$ cat src/rtl/wr_beat_accountant.sv
// wr_beat_accountant
// Write-beat bookkeeping for the AXI write monitor. Keeps a FIFO of AW burst
// lengths, checks each W burst against the length of the burst at the FIFO
// head, and tracks the running count of beats that were accepted on AW but not
// yet seen on W. It also provides the per-AW timeout budget and the prescaled
// countdown tick used by the transaction manager.
module wr_beat_accountant #(
    parameter int MaxWrTxns    = 8,
    parameter int PrescalerDiv = 1,
    parameter int AccuCntWidth = 10
) (
    input  logic                    clk_i,
    input  logic                    rst_i,
    input  logic                    aw_hs_i,
    input  logic [7:0]              aw_len_i,
    input  logic                    w_hs_i,
    input  logic                    w_last_i,
    input  logic                    flush_i,
    output logic                    aw_stall_o,
    output logic [AccuCntWidth-1:0] accum_burst_length_o,
    output logic [AccuCntWidth-1:0] txn_budget_o,
    output logic                    tick_o,
    output logic                    w_unexpected_o,
    output logic                    w_last_err_o,
    output logic                    fifo_ovf_o
);

    localparam int PtrW    = (MaxWrTxns > 1) ? $clog2(MaxWrTxns) : 1;
    localparam int CntW    = $clog2(MaxWrTxns + 1);
    localparam int PsW     = (PrescalerDiv > 1) ? $clog2(PrescalerDiv) : 1;
    localparam int PsShift = $clog2(PrescalerDiv);
    // Wide enough for accum + 256 without wrapping, whatever AccuCntWidth is.
    localparam int SumW    = ((AccuCntWidth > 8) ? AccuCntWidth : 8) + 2;

    localparam logic [SumW-1:0] AccuMax  = SumW'({AccuCntWidth{1'b1}});
    localparam logic [PtrW-1:0] PtrLast  = PtrW'(MaxWrTxns - 1);
    localparam logic [CntW-1:0] CntFull  = CntW'(MaxWrTxns);
    localparam logic [PsW-1:0]  PsLast   = PsW'(PrescalerDiv - 1);

    // Clamp a wide intermediate to the largest value the counter can hold.
    function automatic logic [AccuCntWidth-1:0] sat_accu(input logic [SumW-1:0] v);
        if (v > AccuMax) begin
            return '1;
        end
        return v[AccuCntWidth-1:0];
    endfunction

    // FIFO pointers wrap at MaxWrTxns, which need not be a power of two.
    function automatic logic [PtrW-1:0] next_ptr(input logic [PtrW-1:0] p);
        if (p == PtrLast) begin
            return '0;
        end
        return p + 1'b1;
    endfunction

    logic [7:0]              r_mem [MaxWrTxns];
    logic [PtrW-1:0]         r_wr_ptr;
    logic [PtrW-1:0]         r_rd_ptr;
    logic [CntW-1:0]         r_count;
    logic [7:0]              r_beat_cnt;
    logic [AccuCntWidth-1:0] r_accum;
    logic [PsW-1:0]          r_ps_cnt;
    logic                    r_tick;
    logic                    r_w_unexp;
    logic                    r_w_last_err;
    logic                    r_fifo_ovf;

    logic                    w_empty;
    logic                    w_full;
    logic                    w_w_acc;
    logic [7:0]              w_head_len;
    logic                    w_end_cnt;
    logic                    w_burst_end;
    logic                    w_pop;
    logic                    w_push;
    logic                    w_bypass;
    logic                    w_wr_en;
    logic                    w_rd_en;
    logic                    w_ovf_evt;
    logic [SumW-1:0]         w_sum;
    logic [SumW-1:0]         w_accum_raw;
    logic [SumW-1:0]         w_budget_raw;

    // Burst tracking, FIFO steering, accumulator and budget arithmetic.
    always_comb begin
        w_empty      = (r_count == '0);
        w_full       = (r_count == CntFull);
        // A W beat is only accounted when some burst (stored or arriving now) owns it.
        w_w_acc      = w_hs_i && (!w_empty || aw_hs_i);
        w_head_len   = w_empty ? aw_len_i : r_mem[r_rd_ptr];
        w_end_cnt    = (r_beat_cnt == w_head_len);
        w_burst_end  = w_end_cnt || w_last_i;
        w_pop        = w_w_acc && w_burst_end;
        // A full FIFO still accepts an AW when the head leaves in the same cycle.
        w_push       = aw_hs_i && (!w_full || w_pop);
        w_ovf_evt    = aw_hs_i && w_full && !w_pop;
        // Single-beat burst arriving on AW and W together never needs storage.
        w_bypass     = w_empty && w_push && w_pop;
        w_wr_en      = w_push && !w_bypass;
        w_rd_en      = w_pop && !w_bypass;

        w_sum        = SumW'(r_accum) + (aw_hs_i ? (SumW'(aw_len_i) + 1'b1) : '0);
        w_accum_raw  = (w_w_acc && (w_sum != '0)) ? (w_sum - 1'b1) : w_sum;

        w_budget_raw = ((SumW'(r_accum) + SumW'(aw_len_i) + 1'b1) >> PsShift) + 1'b1;
    end

    // Length storage; contents are meaningless outside the valid window.
    always_ff @(posedge clk_i) begin
        if (w_wr_en && !flush_i && !rst_i) begin
            r_mem[r_wr_ptr] <= aw_len_i;
        end
    end

    // Control state: pointers, counters, error pulses and the sticky overflow flag.
    always_ff @(posedge clk_i) begin
        if (rst_i || flush_i) begin
            r_wr_ptr     <= '0;
            r_rd_ptr     <= '0;
            r_count      <= '0;
            r_beat_cnt   <= '0;
            r_accum      <= '0;
            r_ps_cnt     <= '0;
            r_tick       <= 1'b0;
            r_w_unexp    <= 1'b0;
            r_w_last_err <= 1'b0;
            r_fifo_ovf   <= 1'b0;
        end else begin
            if (w_wr_en) begin
                r_wr_ptr <= next_ptr(r_wr_ptr);
            end
            if (w_rd_en) begin
                r_rd_ptr <= next_ptr(r_rd_ptr);
            end
            if (w_wr_en && !w_rd_en) begin
                r_count <= r_count + 1'b1;
            end else if (!w_wr_en && w_rd_en) begin
                r_count <= r_count - 1'b1;
            end

            if (w_w_acc) begin
                r_beat_cnt <= w_burst_end ? 8'd0 : (r_beat_cnt + 8'd1);
            end

            r_accum      <= sat_accu(w_accum_raw);

            r_ps_cnt     <= (r_ps_cnt == PsLast) ? '0 : (r_ps_cnt + 1'b1);
            r_tick       <= (r_ps_cnt == PsLast);

            r_w_unexp    <= w_hs_i && w_empty && !aw_hs_i;
            r_w_last_err <= w_w_acc && (w_end_cnt != w_last_i);

            if (w_ovf_evt) begin
                r_fifo_ovf <= 1'b1;
            end
        end
    end

    assign aw_stall_o           = w_full;
    assign accum_burst_length_o = r_accum;
    assign txn_budget_o         = sat_accu(w_budget_raw);
    assign tick_o               = r_tick;
    assign w_unexpected_o       = r_w_unexp;
    assign w_last_err_o         = r_w_last_err;
    assign fifo_ovf_o           = r_fifo_ovf;

endmodule

$ cat config.mk
export PLATFORM = sky130hd
export DESIGN_NAME = wr_beat_accountant
export DESIGN_NICKNAME = d
export VERILOG_FILES = /design/src/rtl/wr_beat_accountant.sv
export SDC_FILE = /design/constraint.sdc
export NUM_CORES = 1
export LEC_CHECK = 0
export CAP_MARGIN = 30
export CORE_MARGIN = 2
export CORE_UTILIZATION = 65
export DETAILED_ROUTE_END_ITERATION = 6
export DONT_BUFFER_PORTS = 1
export GPL_TIMING_DRIVEN = 0
export PLACE_DENSITY = 0.81
export SLEW_MARGIN = 15
export SYNTH_ARGS = -nofsm -noshare
export SYNTH_HDL_FRONTEND = slang
export SYNTH_SLANG_ARGS = --single-unit
$ cat constraint.sdc
create_clock -name clk_i -period 8.3 [get_ports clk_i]
set_clock_uncertainty 0.2 [all_clocks]
set_input_delay 0.83 -clock clk_i [delete_from_list [all_inputs] [get_ports clk_i]]
set_output_delay 0.83 -clock clk_i [all_outputs]
set_load 0.005 [all_outputs]
# Word-level counts from Yosys, hierarchy flattened
# Memories as Yosys holds them, arrays and structs flattened. A register that Yosys moved wholly into a read port is not among the register bits.
# Index checks and enable logic that the tools add are counted.
dict set report word_totals {
  latch_bits 0
  mem_bits_rw 64
  n_memories 1
  input_bits 14
  word_cells 92
  out_inout_bits 25
  rom_bits 0
  regBits 33
}
# memory depth width read_ports rd_ports_with_merged_regs wr line
set mem_list {}
lappend mem_list {r_mem 8 8 1 1 1 56} ;# logic [7:0] r_mem [MaxWrTxns];
dict set report classes {
  eq_ne 5
  multipliers 0
  n_mux 27
  div 0
  reduce_logical 34
  order_cmp 2
  shifts 0
  n_addsub 12
  n_bitwise 1
}
# operator n
set op_table {}
lappend op_table {{two-way mux 10 bit} 4}
lappend op_table {{greater-than comparator 12 x 10 -> 1 bit (second input constant)} 2}
lappend op_table {{two-way mux 3 bit} 6}
lappend op_table {{logical AND 1 bit} 17}
lappend op_table {{two-way mux 8 bit} 2}
lappend op_table {{adder 11 x 1 -> 12 bit (second input constant)} 1}
lappend op_table {{adder 12 x 1 -> 12 bit (second input constant)} 1}
lappend op_table {{two-way mux 12 bit} 1}
lappend op_table {{nonzero test 12 bit} 1}
lappend op_table {{subtractor 11 x 1 -> 12 bit (second input constant)} 1}
lappend op_table {{adder 10 x 8 -> 11 bit} 1}
lappend op_table {{adder 10 x 9 -> 11 bit} 1}
lappend op_table {{two-way mux 1 bit} 11}
lappend op_table {{adder 8 x 1 -> 9 bit (second input constant)} 1}
lappend op_table {{zero test 1 bit} 9}
lappend op_table {{two-way mux 9 bit} 1}
lappend op_table {{adder 8 x 1 -> 8 bit (second input constant)} 1}
lappend op_table {{== test 8 bit} 1}
lappend op_table {{two-way mux 4 bit} 2}
lappend op_table {{adder 3 x 1 -> 3 bit (second input constant)} 2}
lappend op_table {{== test 3 bit (second input constant)} 2}
lappend op_table {{adder 4 x 1 -> 4 bit (second input constant)} 1}
lappend op_table {{== test 4 bit (second input constant)} 1}
lappend op_table {{zero test 4 bit} 1}
lappend op_table {{other kinds (7)} 10}

# Longest topological paths before layout
# Gate-level depths: netlist of run 1.
dict set report depth {
  ltp_word 16
  mapped_depth 18
}

# Worst setup path before layout of run 1
# OpenSTA, ideal clock, no wires.
dict set report synth_path {
  path_kind {reg-to-reg}
  startpoint {register with a tool-made name}
  endpoint {memory r_mem[0][0] (enable)}
  n_path_buf 2
  setup_time_ns 0.383
  stages_incl_launch_ff 15
  period_less_slack_ns 4.489
  required_time_ns 7.717
  path_slack_ns 3.811
  arrival_ns 3.905
  path_cell_list {dfxtp_1 clkbuf_1 buf_2 mux4_2 mux2i_1 o21ai_0 xor2_1 nor4_1 nand2_1 ha_1 nor2_1 xnor2_1 o41ai_1 or3_1 nor3_1}
}
# element line
set synth_rtl {}
lappend synth_rtl {{end, declared} 56}

==> run summary, run 1 <==
STA puts the critical path data required time at 8.10 ns. The library cells used most frequently in the layout, excluding fill and tap cells, are 64 x sky130_fd_sc_hd__edfxtp_1, 43 x sky130_fd_sc_hd__nor2_1, 36 x sky130_fd_sc_hd__dfxtp_1. The area growth from synthesis to layout is 6.518%.

Setup violations remaining at the end of the flow were counted as 0. Summing all multi-input logic gate instances after layout gives 0.002685 mm^2. The wire length reported by the detailed router is 11610 um. The aggregate negative setup slack came out at 0 ns. The cell at the root of the clock tree is sky130_fd_sc_hd__clkbuf_8.

The per-cell via count in the routed design came out at 6.432. The height of the chip is 95.58 um. The worst voltage drop across the vdd grid came out at 86.29 uV. The number of setup buffers added after CTS came out at 0. The cell count after synthesis came out at 468. Clock-pin slew was measured on the worst setup and hold paths at 0.11 ns.

The number of diodes added for antenna fixing is 0. The transition at the pin with the smallest max-transition slack is 0.9034 ns. The source-to-sink clock delay at the later pin of the worst-skew pair came out at 0.38 ns.

The starting density of the core came out at 66.68%. The relative contribution of sequential cells to total power came out at 52.5%. The maximum fanout count along the critical path is 10.

The static leakage came out at 2.195 nW. The number of antenna violations at the first check in global routing is 0. For this design the total switching power over the nets is 289.0 uW.

The count of nets after finishing came out at 535. The core outline area came out at 0.008175 mm^2. The design area is 0.005807 mm^2. The average footprint of a synthesized cell came out at 11.65 um^2. The number of pins exceeding their max-slew limit in the final report is 0. Counting the fill cells in the layout gives 580. The source of the worst hold timing path is r_ps_cnt.

Per report_power, the combinational group accounts for 16.8% of the total. The final cell count without fillers came out at 593. The main combinational cell family by area after synthesis is simple AND/OR/NAND/NOR gates. Setup repair after global routing left no endpoint under its margin. The number of DRC violations after detailed routing came out at 0. The die footprint came out at 0.009136 mm^2. The number of synthesized register bits came out at 100.

TritonCTS built the clock tree. The library cell used most frequently in the layout, excluding fill and tap cells, is sky130_fd_sc_hd__edfxtp_1. Before antenna repair, the detailed router went through 5 iterations.

The leftover overflow at the end of global routing came out at 0. The post-detailed-route count of antenna-violating nets came out at 0. The I/O pin count came out at 39. For this block, the via count after detailed routing is 3814. The number of endpoints with negative hold slack in the final report came to 0. The number of standard-cell rows in the floorplan came out at 33. The part of the cycle the worst path needs came out at 63.75%. The count of max-cap constraint violations is 0. The share of final-layout standard cells stronger than drive strength 1 is 10.66%. The fraction of the mapped netlist area in compound gates is 11.13%. The total number of clock tree sinks came out at 100.

The deepest level of the CTS H-tree is 3. STA classifies the critical path endpoint as a register. The detailed-placement wirelength estimate is 8457 um.

The switching power share of the total came out at 27.81%. The synthesized netlist occupies a cell area of 0.005451 mm^2. For this run, the leading register cell type out of synthesis is sky130_fd_sc_hd__edfxtp_1. The number of hold-repair buffers added at the cts stage is 0. The total power is 1.039 mW. The post-synthesis xor/xnor area fraction is 5.623%. The clock network fraction of design power is 30.7%. Routability-driven placement finished with a final weighted congestion of 0.8469. The synthesized netlist devotes 13.56% of its cell area to simple gates.

The worst-case headroom to the max-slew limit came out at 39.55%. The mux cell area share after synthesis is 9.731%. The sequential-to-total area share from yosys stat is 48.47%.

The via count of the first global-routing pass is 3792. The path class of the lowest-slack min-delay path is register to register. The maximum operating frequency came out at 189.0 MHz.

The run finished with clean final reports. The number of enable flip-flop cells after synthesis is 64. The number of buffers inserted during clock tree synthesis came out at 9. The post-place instance area came out at 0.005603 mm^2. The kind of critical path is register to register. The largest net degree at the start of global routing is 18.

During placement, the flow inserted port buffers numbering 0. The area occupied by registers is 0.002643 mm^2. The DRC marker count from the first detailed-route iteration came out at 166. The first global-routing pass estimated 18620 um of wire. The number of nets produced by synthesis came out at 520. For the finished layout, the period the worst path requires is 5.291 ns. The total placed cells including tap cells came out at 576.

The floorplan step set the die width to 95.58 um. The area share of fa/ha/maj cells after synthesis came out at 9.135%. The number of different library cells in the post-synthesis netlist is 61. The average wire length per cell after detail routing is 19.57 um. The power per unit of standard cell area is 179.0 mW/mm^2. The signal arrival time at the worst endpoint came out at 5.10 ns. The share of synthesized registers carrying an async set or reset is 0%. The maximum root-to-sink buffer count is 2. The cell-internal power is 750.2 uW. The startpoint type of the worst setup path is a register. The number of cells upsized or downsized after cts is 0. For this run, the number of Yosys warnings is 0. The global-route total usage across every layer is 27.38%.
critical path, stage by stage (launching register included):
cell and delay, ns:
sky130_fd_sc_hd__dfxtp_1 0.32, sky130_fd_sc_hd__clkbuf_1 0.43, sky130_fd_sc_hd__buf_2 0.43, sky130_fd_sc_hd__mux4_2 0.58
sky130_fd_sc_hd__mux2i_1 0.15, sky130_fd_sc_hd__o21ai_0 0.18, sky130_fd_sc_hd__xor2_1 0.20, sky130_fd_sc_hd__nor4_1 0.28
sky130_fd_sc_hd__nand2_1 0.13, sky130_fd_sc_hd__ha_1 0.27, sky130_fd_sc_hd__nor2_1 0.15, sky130_fd_sc_hd__xnor2_1 0.14
sky130_fd_sc_hd__o41ai_1 0.12, sky130_fd_sc_hd__clkbuf_2 0.17, sky130_fd_sc_hd__or3_1 0.43, sky130_fd_sc_hd__nor2_1 0.73
registers in the layout (all words and copies together) (netlist names), named ones only:
| name | count |
|---|---|
| r_wr_ptr | 3 |
| fifo_ovf_o | 1 |
| w_unexpected_o | 1 |
| r_count | 4 |
| r_rd_ptr | 3 |
| accum_burst_length_o | 10 |
| tick_o | 1 |
| r_ps_cnt | 1 |
| r_beat_cnt | 8 |
| r_mem | 64 |
| w_last_err_o | 1 |
Yosys cell counts (all sizes together) (2+ instances only):
master  count  share of area, %
inv        15               1.0
buf         7              0.76
or3         6              0.78
nor3b       2              0.28
o31ai       3              0.41
o21ai      26               2.4
o311ai      4              0.64
nor3        7              0.64
xnor2      13               2.1
or4         6              0.83
xor2       22               3.5
nand3      14               1.3
o41ai       2              0.46
nor2b       5              0.57
a21o        6              0.83
o21bai      8               1.1
nand2      29               2.0
fa          3               1.1
a21oi      14               1.3
a31oi       3              0.34
mux4       16               6.6
mux2i      17               3.1
clkbuf      7              0.48
o211ai      8               1.4
nor4        4              0.46
and3        9               1.1
dfxtp      36                13
nor2       44               3.1
nor4b       2              0.44
a211oi      4              0.78
ha         35               8.0
nand2b      2              0.23
and2        8              0.92
edfxtp     64                35
kinds of logic after synthesis:
| kind of cell | after synthesis |
|---|---|
| mux | 33 |
| simple gates | 144 |
| flops | 100 |
| buf+inv | 29 |
| other cells | 1 |
| fa+ha+maj | 38 |
| xor+xnor | 35 |
| compound gates | 88 |
power groups by stage:
stage	Sequential, mW	Combinational, mW	Clock (mW)
finish	0.546	0.175	0.319
global route	0.547	0.195	0.334
CTS	0.546	0.172	0.317
detailed placement	0.557	0.171	0
global placement	0.557	0.163	0
floorplan	0.554	0.136	0
final timing paths:
check | slack [ns] | cells past startpoint | to
worst min-delay path | 0.19 | 1 | tick_o
worst min register to register | 0.19 | 1 | tick_o
worst max register to register | 3.01 | 15 | r_mem[4][1]
worst max-delay path | 3.01 | 15 | r_mem[4][1]
final cells by class:
type                            count  area share, %
Inverter                           15         0.9696
Buffer                             14          1.164
Clock inverter                      6          1.228
Timing Repair Buffer                4         0.4309
Tap cell                          105          2.262
Clock buffer                       10          2.198
Multi-Input combinational cell    339          46.24
Sequential cell                   100          45.51
routing by layer:
| metal | vias up | track usage [%] | share of wire, % |
|---|---|---|---|
| met5 | - | 0 | 0 |
| met4 | 0 | 9.048 | 2.3 |
| met3 | 23 | 6.640 | 5.9 |
| met2 | 134 | 47.49 | 51 |
| met1 | 1866 | 33.56 | 40 |
| li1 | 1791 | - | - |
metrics by stage:
| stage | setup WS, ns | utilization [%] | hold slack, ns |
|---|---|---|---|
| 2_1_floorplan | 3.811 | - | 0.1682 |
| 3_3_place_gp | 3.095 | 68.29 | 0.1711 |
| 3_5_place_dp | 3.062 | 68.53 | 0.1763 |
| 4_1_cts | 2.986 | 70.97 | 0.1928 |
| 5_1_grt | 2.597 | 71.03 | 0.2184 |
| 6_report | 3.009 | 71.03 | 0.1927 |
Note: power is estimated with default switching activity, not from simulation.
==> run 2, diff against run 1 <==
CORE_UTILIZATION = 64   (was 65)
PLACE_DENSITY = 0.8   (was 0.81)
clock period = 4.9 ns   (was 8.3 ns; I/O delays follow)
==> run summary, run 2 (synthesis gave the netlist of run 1 again) <==
The worst-case headroom to the max-slew limit came out at 42.51%. TritonCTS built the clock tree. The total number of clock tree sinks is 100. For this run, the top clock speed supported by timing is 220.3 MHz. Hold timing on the final database bottoms out at a slack of 0.02205 ns. The leftover overflow at the end of global routing is 0.

39 I/O pins were placed. The number of pins exceeding their max-slew limit in the final report came to 0. The pre-antenna-repair detailed-routing pass consisted of 4 iterations. The number of antenna violations at the first check in global routing was 0. STA classifies the critical path startpoint as a register. The count of max-cap constraint violations came out at 0. The power per unit of standard cell area came out at 296.9 mW/mm^2.

In this run the remaining antenna-violating nets after routing total 0. For hold timing, the worst endpoint is r_mem[5][6]. By startpoint and endpoint, the worst setup path is classified as register to register. Leaving out fill and tap cells, the most frequent cell in the layout is sky130_fd_sc_hd__edfxtp_1. The number of endpoints with negative hold slack in the final report is 0.

The worst register-to-register path ends at r_mem[0][2]. The final cell count without fillers is 591. The static leakage is 2.215 nW. The global-route total usage across every layer is 27.86%. The number of diodes added for antenna fixing is 0. In this run the worst hold path is classified as primary input to register.

The floorplan step defined a die boundary enclosing 0.009272 mm^2. The largest net degree at the start of global routing came out at 17. The placed instances occupy a cell area of 0.005602 mm^2. The cell at the root of the clock tree is sky130_fd_sc_hd__clkbuf_8.

The signed area change from the synthesized netlist to the final layout is 7.849%. Measured along the x axis, the die boundary spans 96.29 um. Counting instances, the worst hold path has a depth of 0. The number of flip-flops in the largest register came out at 64. Setup repair after global routing left no endpoint under its margin.

The core outline area is 0.008217 mm^2. The starting density of the core came out at 66.35%. The maximum fanout count along the critical path is 10.

Counting flops per register, the top entry is r_mem. The number of placed instances, taps included, is 574. The via count of the first global-routing pass came to 3729.

For this block, the via count after detailed routing is 3749. The height of the chip came out at 96.29 um. At the pin with the least slew margin, the transition time is 0.8572 ns. In the final routed layout, each cell accounts on average for 20.10 um.

The total of buffers placed on input and output ports came out at 0. The number of cells on the worst reg-to-reg path is 13. Clock-pin slew was measured on the worst setup and hold paths at 0.10 ns. The worst setup path is captured at a register.

The share of final-layout standard cells stronger than drive strength 1 is 12.55%. In this run the worst setup path begins at r_count[0]. The worst setup slack for register-to-register paths is 0.36 ns. The number of standard-cell rows in the floorplan is 33.

In the layout the commonest cells are 64 x sky130_fd_sc_hd__edfxtp_1, 38 x sky130_fd_sc_hd__nor2_1, 35 x sky130_fd_sc_hd__ha_1, 35 x sky130_fd_sc_hd__dfxtp_1, 29 x sky130_fd_sc_hd__nand2_1. The worst-case IR drop observed on VDD is 152.7 uV. The launch point of the worst reg-to-reg path is r_count[0]. The part of the cycle the worst path needs came out at 92.63%. The deepest level of the CTS H-tree is 3. The detailed-placement wirelength estimate came out at 8637 um. Using the TritonRoute via totals, the vias-per-cell ratio works out to 6.343. For this run, design rule violations remaining after detail routing come to 0.

The clock period could shrink to 4.539 ns. The total setup violations reported at the end of the flow is 0. The first-pass GRT wire length came out at 18960 um. After the last flow step, the layout net total stands at 533. The worst path required time came out at 4.78 ns. The signal arrival time at the worst endpoint is 4.42 ns. The source of the worst hold timing path is aw_len_i[6]. The number of buffers inserted during clock tree synthesis is 9. The source-to-sink clock delay at the later pin of the worst-skew pair came out at 0.36 ns. The aggregate negative setup slack came out at 0 ns. The routability congestion estimate is 0.8862. The final layout contains routed wiring with a total length of 11880 um.

The DRC marker count from the first detailed-route iteration is 215. After routing the design area is 0.005879 mm^2. The longest clock path from root to sink contains 2 buffers. The run finished with clean final reports.
-- run 2: metal layers --
layer	track usage, %	wire length (um)	up-vias
li1	-	-	1783
met3	4.777	673	31
met5	0	0	-
met2	47.57	6001	125
met4	12.91	416	0
met1	34.51	4785	1810
-- run 2: worst max-delay path, cell delays in order (launching register included) --
cell,delay (ns)
sky130_fd_sc_hd__dfxtp_1,0.45
sky130_fd_sc_hd__nor4_4,0.50
sky130_fd_sc_hd__clkbuf_1,0.44
sky130_fd_sc_hd__o21ai_0,0.31
sky130_fd_sc_hd__xor2_1,0.22
sky130_fd_sc_hd__nor4_1,0.33
sky130_fd_sc_hd__nand2_1,0.12
sky130_fd_sc_hd__ha_1,0.25
sky130_fd_sc_hd__nor2_1,0.15
sky130_fd_sc_hd__xnor2_1,0.19
sky130_fd_sc_hd__o41ai_4,0.13
sky130_fd_sc_hd__or3_1,0.54
sky130_fd_sc_hd__nor3_4,0.24
sky130_fd_sc_hd__buf_4,0.18
-- run 2: per-stage QoR --
step / worst slack (ns) / util, % / total power [mW]
finish: 0.3609 / 71.55 / 1.746
global route: 0.01647 / 71.55 / 1.819
CTS: -0.02054 / 70.72 / 1.740
detailed placement: -0.3580 / 68.17 / 1.235
global placement: -0.6039 / 67.95 / 1.223
floorplan: 0.4114 / - / 1.168
-- run 2: worst max-delay path by stage --
stage / endpoint / slack, ns / cells after the start
6_report: r_mem[0][2] / 0.36 / 13
3_3_place_gp: r_mem[0][4] / -0.60 / 12
2_1_floorplan: r_mem[0][0] / 0.41 / 14
3_5_place_dp: r_mem[6][4] / -0.36 / 14
4_1_cts: r_mem[7][6] / -0.02 / 14
5_1_grt: r_count[3] / 0.02 / 17
-- run 2: what timing repair did --
item	4_1_cts	5_1_grt
pin swaps	0	1
setup endpoints to repair	65	65
resized for setup	5	12
hold buffers	0	0
setup buffers	0	2
hold endpoints to repair	0	0
-- run 2: final cells by class --
| class | count | area (um^2) |
|---|---|---|
| Clock buffer | 11 | 131.4 |
| Fill cell | 564 | 2337 |
| Buffer | 12 | 63.81 |
| Sequential cell | 100 | 2644 |
| Tap cell | 105 | 131.4 |
| Timing Repair Buffer | 4 | 30.03 |
| Inverter | 15 | 56.30 |
| Multi-Input combinational cell | 339 | 2763 |
| Clock inverter | 5 | 60.06 |
-- run 2: report_power, final --
group	internal [mW]	total (mW)	switching (mW)
sequential	0.908	0.927	0.0190
clock	0.239	0.520	0.281
combinational	0.122	0.298	0.176
total	1.27	1.75	0.476
==> run 3, diff against run 2 <==
ABC_CLOCK_PERIOD_IN_PS = 4900   (was default)
==> results of run 3 <==
Same layout as run 2: the final DEF is identical, and so are final timing and power.
